File: src/rtl/operand_sequencer.sv
// Operand entry sequencer: debounces the ENTER key and captures two 4-bit
// operands from SW in turn, flagging VALID once a complete pair is held.
module operand_sequencer #(
    parameter int DEBOUNCE_CYCLES = 500000
) (
    input  logic       CLOCK_50,
    input  logic       RST_N,
    input  logic       KEY_ENTER_N,
    input  logic [3:0] SW,
    output logic [3:0] OP_A,
    output logic [3:0] OP_B,
    output logic       VALID,
    output logic [2:0] LEDR
);

    localparam int CW = $clog2(DEBOUNCE_CYCLES + 1);
    localparam logic [CW-1:0] CNT_MAX = CW'(DEBOUNCE_CYCLES - 1);

    localparam logic [1:0] S_A    = 2'd0;
    localparam logic [1:0] S_B    = 2'd1;
    localparam logic [1:0] S_DONE = 2'd2;

    logic          sync_1;
    logic          sync_2;
    logic          db_level;
    logic          db_prev;
    logic [CW-1:0] db_cnt;
    logic          press;
    logic [1:0]    state;
    logic [1:0]    next_state;
    logic          load_a;
    logic          load_b;

    always_ff @(posedge CLOCK_50 or negedge RST_N) begin
        if (!RST_N) begin
            sync_1 <= 1'b1;
            sync_2 <= 1'b1;
        end else begin
            sync_1 <= KEY_ENTER_N;
            sync_2 <= sync_1;
        end
    end

    // The level only moves after DEBOUNCE_CYCLES consecutive differing samples;
    // the counter clears on the switching edge so it can never wrap.
    always_ff @(posedge CLOCK_50 or negedge RST_N) begin
        if (!RST_N) begin
            db_level <= 1'b1;
            db_cnt   <= '0;
        end else if (sync_2 != db_level) begin
            if (db_cnt == CNT_MAX) begin
                db_level <= sync_2;
                db_cnt   <= '0;
            end else begin
                db_cnt <= db_cnt + CW'(1);
            end
        end else begin
            db_cnt <= '0;
        end
    end

    always_ff @(posedge CLOCK_50 or negedge RST_N) begin
        if (!RST_N) begin
            db_prev <= 1'b1;
        end else begin
            db_prev <= db_level;
        end
    end

    assign press = db_prev & ~db_level;

    always_comb begin
        next_state = state;
        load_a     = 1'b0;
        load_b     = 1'b0;
        if (press) begin
            case (state)
                S_A, S_DONE: begin
                    next_state = S_B;
                    load_a     = 1'b1;
                end
                S_B: begin
                    next_state = S_DONE;
                    load_b     = 1'b1;
                end
                default: next_state = S_A;
            endcase
        end else if (state == 2'd3) begin
            next_state = S_A;
        end
    end

    // VALID and LEDR are decoded from next_state so they change on the capture edge.
    always_ff @(posedge CLOCK_50 or negedge RST_N) begin
        if (!RST_N) begin
            state <= S_A;
            OP_A  <= 4'd0;
            OP_B  <= 4'd0;
            VALID <= 1'b0;
            LEDR  <= 3'b001;
        end else begin
            state <= next_state;
            VALID <= (next_state == S_DONE);
            case (next_state)
                S_B:     LEDR <= 3'b010;
                S_DONE:  LEDR <= 3'b100;
                default: LEDR <= 3'b001;
            endcase
            if (load_a) begin
                OP_A <= SW;
                OP_B <= 4'd0;
            end
            if (load_b) begin
                OP_B <= SW;
            end
        end
    end

endmodule

File: config.mk
export PLATFORM = sky130hd
export DESIGN_NAME = operand_sequencer
export DESIGN_NICKNAME = d
export VERILOG_FILES = /design/src/rtl/operand_sequencer.sv
export SDC_FILE = /design/constraint.sdc
export NUM_CORES = 1
export LEC_CHECK = 0
export BUFFER_PORTS_ARGS = -buffer_cell sky130_fd_sc_hd__buf_4
export CAP_MARGIN = 20
export CORE_MARGIN = 2
export CORE_UTILIZATION = 45
export CTS_CLUSTER_SIZE = 20
export DETAILED_ROUTE_END_ITERATION = 12
export PLACE_DENSITY = 0.64
export RECOVER_POWER = 100
export SYNTH_ARGS = -nofsm -noshare
export SYNTH_HDL_FRONTEND = slang
export SYNTH_SLANG_ARGS = --single-unit
File: constraint.sdc
create_clock -name CLOCK_50 -period 2.45 [get_ports CLOCK_50]
set_clock_uncertainty 0.2 [all_clocks]
set_input_delay 0.245 -clock CLOCK_50 [delete_from_list [all_inputs] [get_ports CLOCK_50]]
set_output_delay 0.245 -clock CLOCK_50 [all_outputs]
set_load 0.005 [all_outputs]
==> flow_summary.ini <==
[logic_synthesis]
netlist.area_leader.share_pct = 47.2
synth_area_per_cell_sq_um = 11.7
synth_edf_count = 0
synthArstFlopShare_pct = 100
synthesis.nets = 151
synth_common_cells = 31 x dfrtp_1, 26 x nor2_1, 15 x xnor2_1, 7 x inv_1
yosys_register_bits = 36
synth_cell_type_count = 32
yosysMostFrequentCell = dfrtp_1
synth_area_leader_cell = dfrtp_1
synth_warnings = 0
ys.flop_type = dfrtp_1
synth_area_sq_um = 1640
synth.area.top_cells = dfrtp_1 47%, dfstp_2 8.0%, xnor2_1 8.0%, nor2_1 5.9%, mux2_2 3.4%
syn-instance-count = 141
yosysSeqAreaShare_pct = 55.2

[global_routing]
globalRouteMet2Util_pct = 27.1
overflow = 0
grt_max_degree = 37
grt_pass1_vias = 1145
antenna_found_initial = 0
grt.busiest_layer = met2
globalRouteMet1Util_pct = 18.8
gr-usage-all-layers_pct = 16.3
grt_pass1_wl_mm = 5.06
met3_usage_pct = 6.77

[sta]
rsz0062_at_grt = no
post-route-min-period_ns = 2.05
finalCritPeriodShare_pct = 83.5
whs_ns = 0.165
tns_ns = 0
slew_headroom_pct = 43.2
worstMarginPinSlew_ns = 0.852
setup_viol_count_final = 0
max_clock_freq_ghz = 0.489
hold_viol = 0
maxSlewViolCount = 0

[worst_setup_path]
cp-end-kind = flop
reg2reg_from = db_cnt[12]
cp_cell_sequence = or4_4 -> o21ai_2 -> nor2_1
slowest_stage = o21ai_2
endpoint = db_cnt[10]
cp-start-kind = flop
arrival_ns = 2.04
startpoint = db_cnt[12]
path_class = reg -> reg
r2r_slack_ns = 0.40
cp_max_fo = 16
max_stage_delay_ns = 0.58
r2r-end = db_cnt[10]
rr_worst_depth = 3
cp.required_ns = 2.44

[layout]
drive_above_1_share_pct = 24.7
n_antenna_cell = 0
final_area_sq_um = 1920
fin_util_pct = 56.1
final_nets = 180
layout.cells.non_filler = 216
syn2layout_area_growth_pct = 16.7

[detailed_routing]
post-route-drc-count = 0
dr.pass1.iters = 4
wire_per_inst_um = 13.0
routed_wl_mm = 2.81
drt_iter0_drc = 53
ant_nets = 0
via_count = 1101
routed_via_density = 5.10

[cts]
root_buffer = clkbuf_4
cts_resized = 0
clkSinkCount = 36
cts_inserted_buffers = 5
clk_pin_slew_ns = 0.10
insertion_delay_ns = 0.33
h-tree-depth = 2
cts_tree = yes
clockBufferDepth = 2

[placement]
dp_hpwl_mm = 1.94
place.gp.congestion = 0.742
numPlacedInstances = 203
place.port_buffers = 18
placed_cell_area_sq_um = 1820

[die]
start_util_pct = 48.1
die_area_sq_um = 4150
die_width_um = 64.4
rows = 21
die_h_um = 64.4
io_pins = 19
core-area_sq_um = 3420

[worst_hold_path]
min_from = sync_1
worstHoldPathType = reg -> reg

[power]
power.leakage_nw = 0.876
peakVddDrop_uv = 244
powerDensity_nw_per_um2 = 517

[flow_run]
max-cap-violations = 0

[status]
outcome = completed
==> state kept, by name, summed over array words and instances, names as in the netlist <==
name      cells
OP_A          4
LEDR          3
db_prev       1
sync_2        1
sync_1        1
state         2
db_cnt       19
OP_B          4
db_level      1
==> cells by family after synthesis <==
| family | Yosys count | synth area share (%) |
|---|---|---|
| XOR/XNOR | 17 | 9.06 |
| adder cells (fa/ha/maj) | 3 | 2.29 |
| flip-flops | 36 | 55.2 |
| AO/OA/AOI/OAI | 8 | 4.26 |
| buffers and inverters | 9 | 2.74 |
| multiplexers | 6 | 4.04 |
| AND/OR/NAND/NOR | 62 | 22.4 |
==> metrics by stage <==
stage          total power [mW]  setup slack, ns
3_5_place_dp              0.653            0.572
6_report                  0.991            0.404
4_1_cts                    1.01            0.563
5_1_grt                    1.05            0.271
2_1_floorplan             0.631            0.719
3_3_place_gp              0.652            0.611
==> layout by cell type (no fill, tap or decap), types with 5 or more instances in the layout <==
cell	netlist	routed
nor2_1	26	26
nor4_1	4	5
nand2_1	5	5
nand3_1	5	5
dfrtp_1	31	31
xnor2_1	15	15
dlygate4sd3_1	0	6
mux2_2	5	5
inv_1	7	7
clkbuf_4	0	18
==> critical path, delay by kind of cell (launching register included) <==
kind	cells	cell delay [ns]
flops	1	0.44
compound gates	1	0.58
simple gates	2	0.69
==> per-layer routing <==
metal | share of wire (%) | vias to the layer above
met3 | 4.5 | 2
met2 | 49 | 24
met5 | 0 | -
met4 | 0.53 | 0
li1 | - | 545
met1 | 46 | 530
==> report_power, final <==
group | switching, mW | internal, mW
combinational | 0.0228 | 0.0168
clock | 0.182 | 0.163
sequential | 0.00605 | 0.601
==> worst min path at each step <==
stage	cells past startpoint	slack, ns	to
floorplan	0	-0.25	LEDR[1]
global placement	1	0.02	LEDR[2]
detailed placement	1	0.02	LEDR[1]
CTS	0	0.17	sync_2
global route	0	0.17	sync_2
finish	0	0.17	sync_2
==> final cells by class <==
| class | instances | area [sq um] |
|---|---|---|
| multi-input combinational | 96 | 668 |
| timing repair buffer | 24 | 193 |
| fill | 314 | 1500 |
| sequential | 36 | 907 |
| clock buffer | 7 | 65.1 |
| inverter | 7 | 26.3 |
| tap | 46 | 57.6 |
==> repair_timing <==
item                                   CTS  global route
endpoints found under the hold margin   45             0
buffers inserted                         0             0
hold buffers                             6             0
Note: power is estimated with default switching activity, not from simulation.
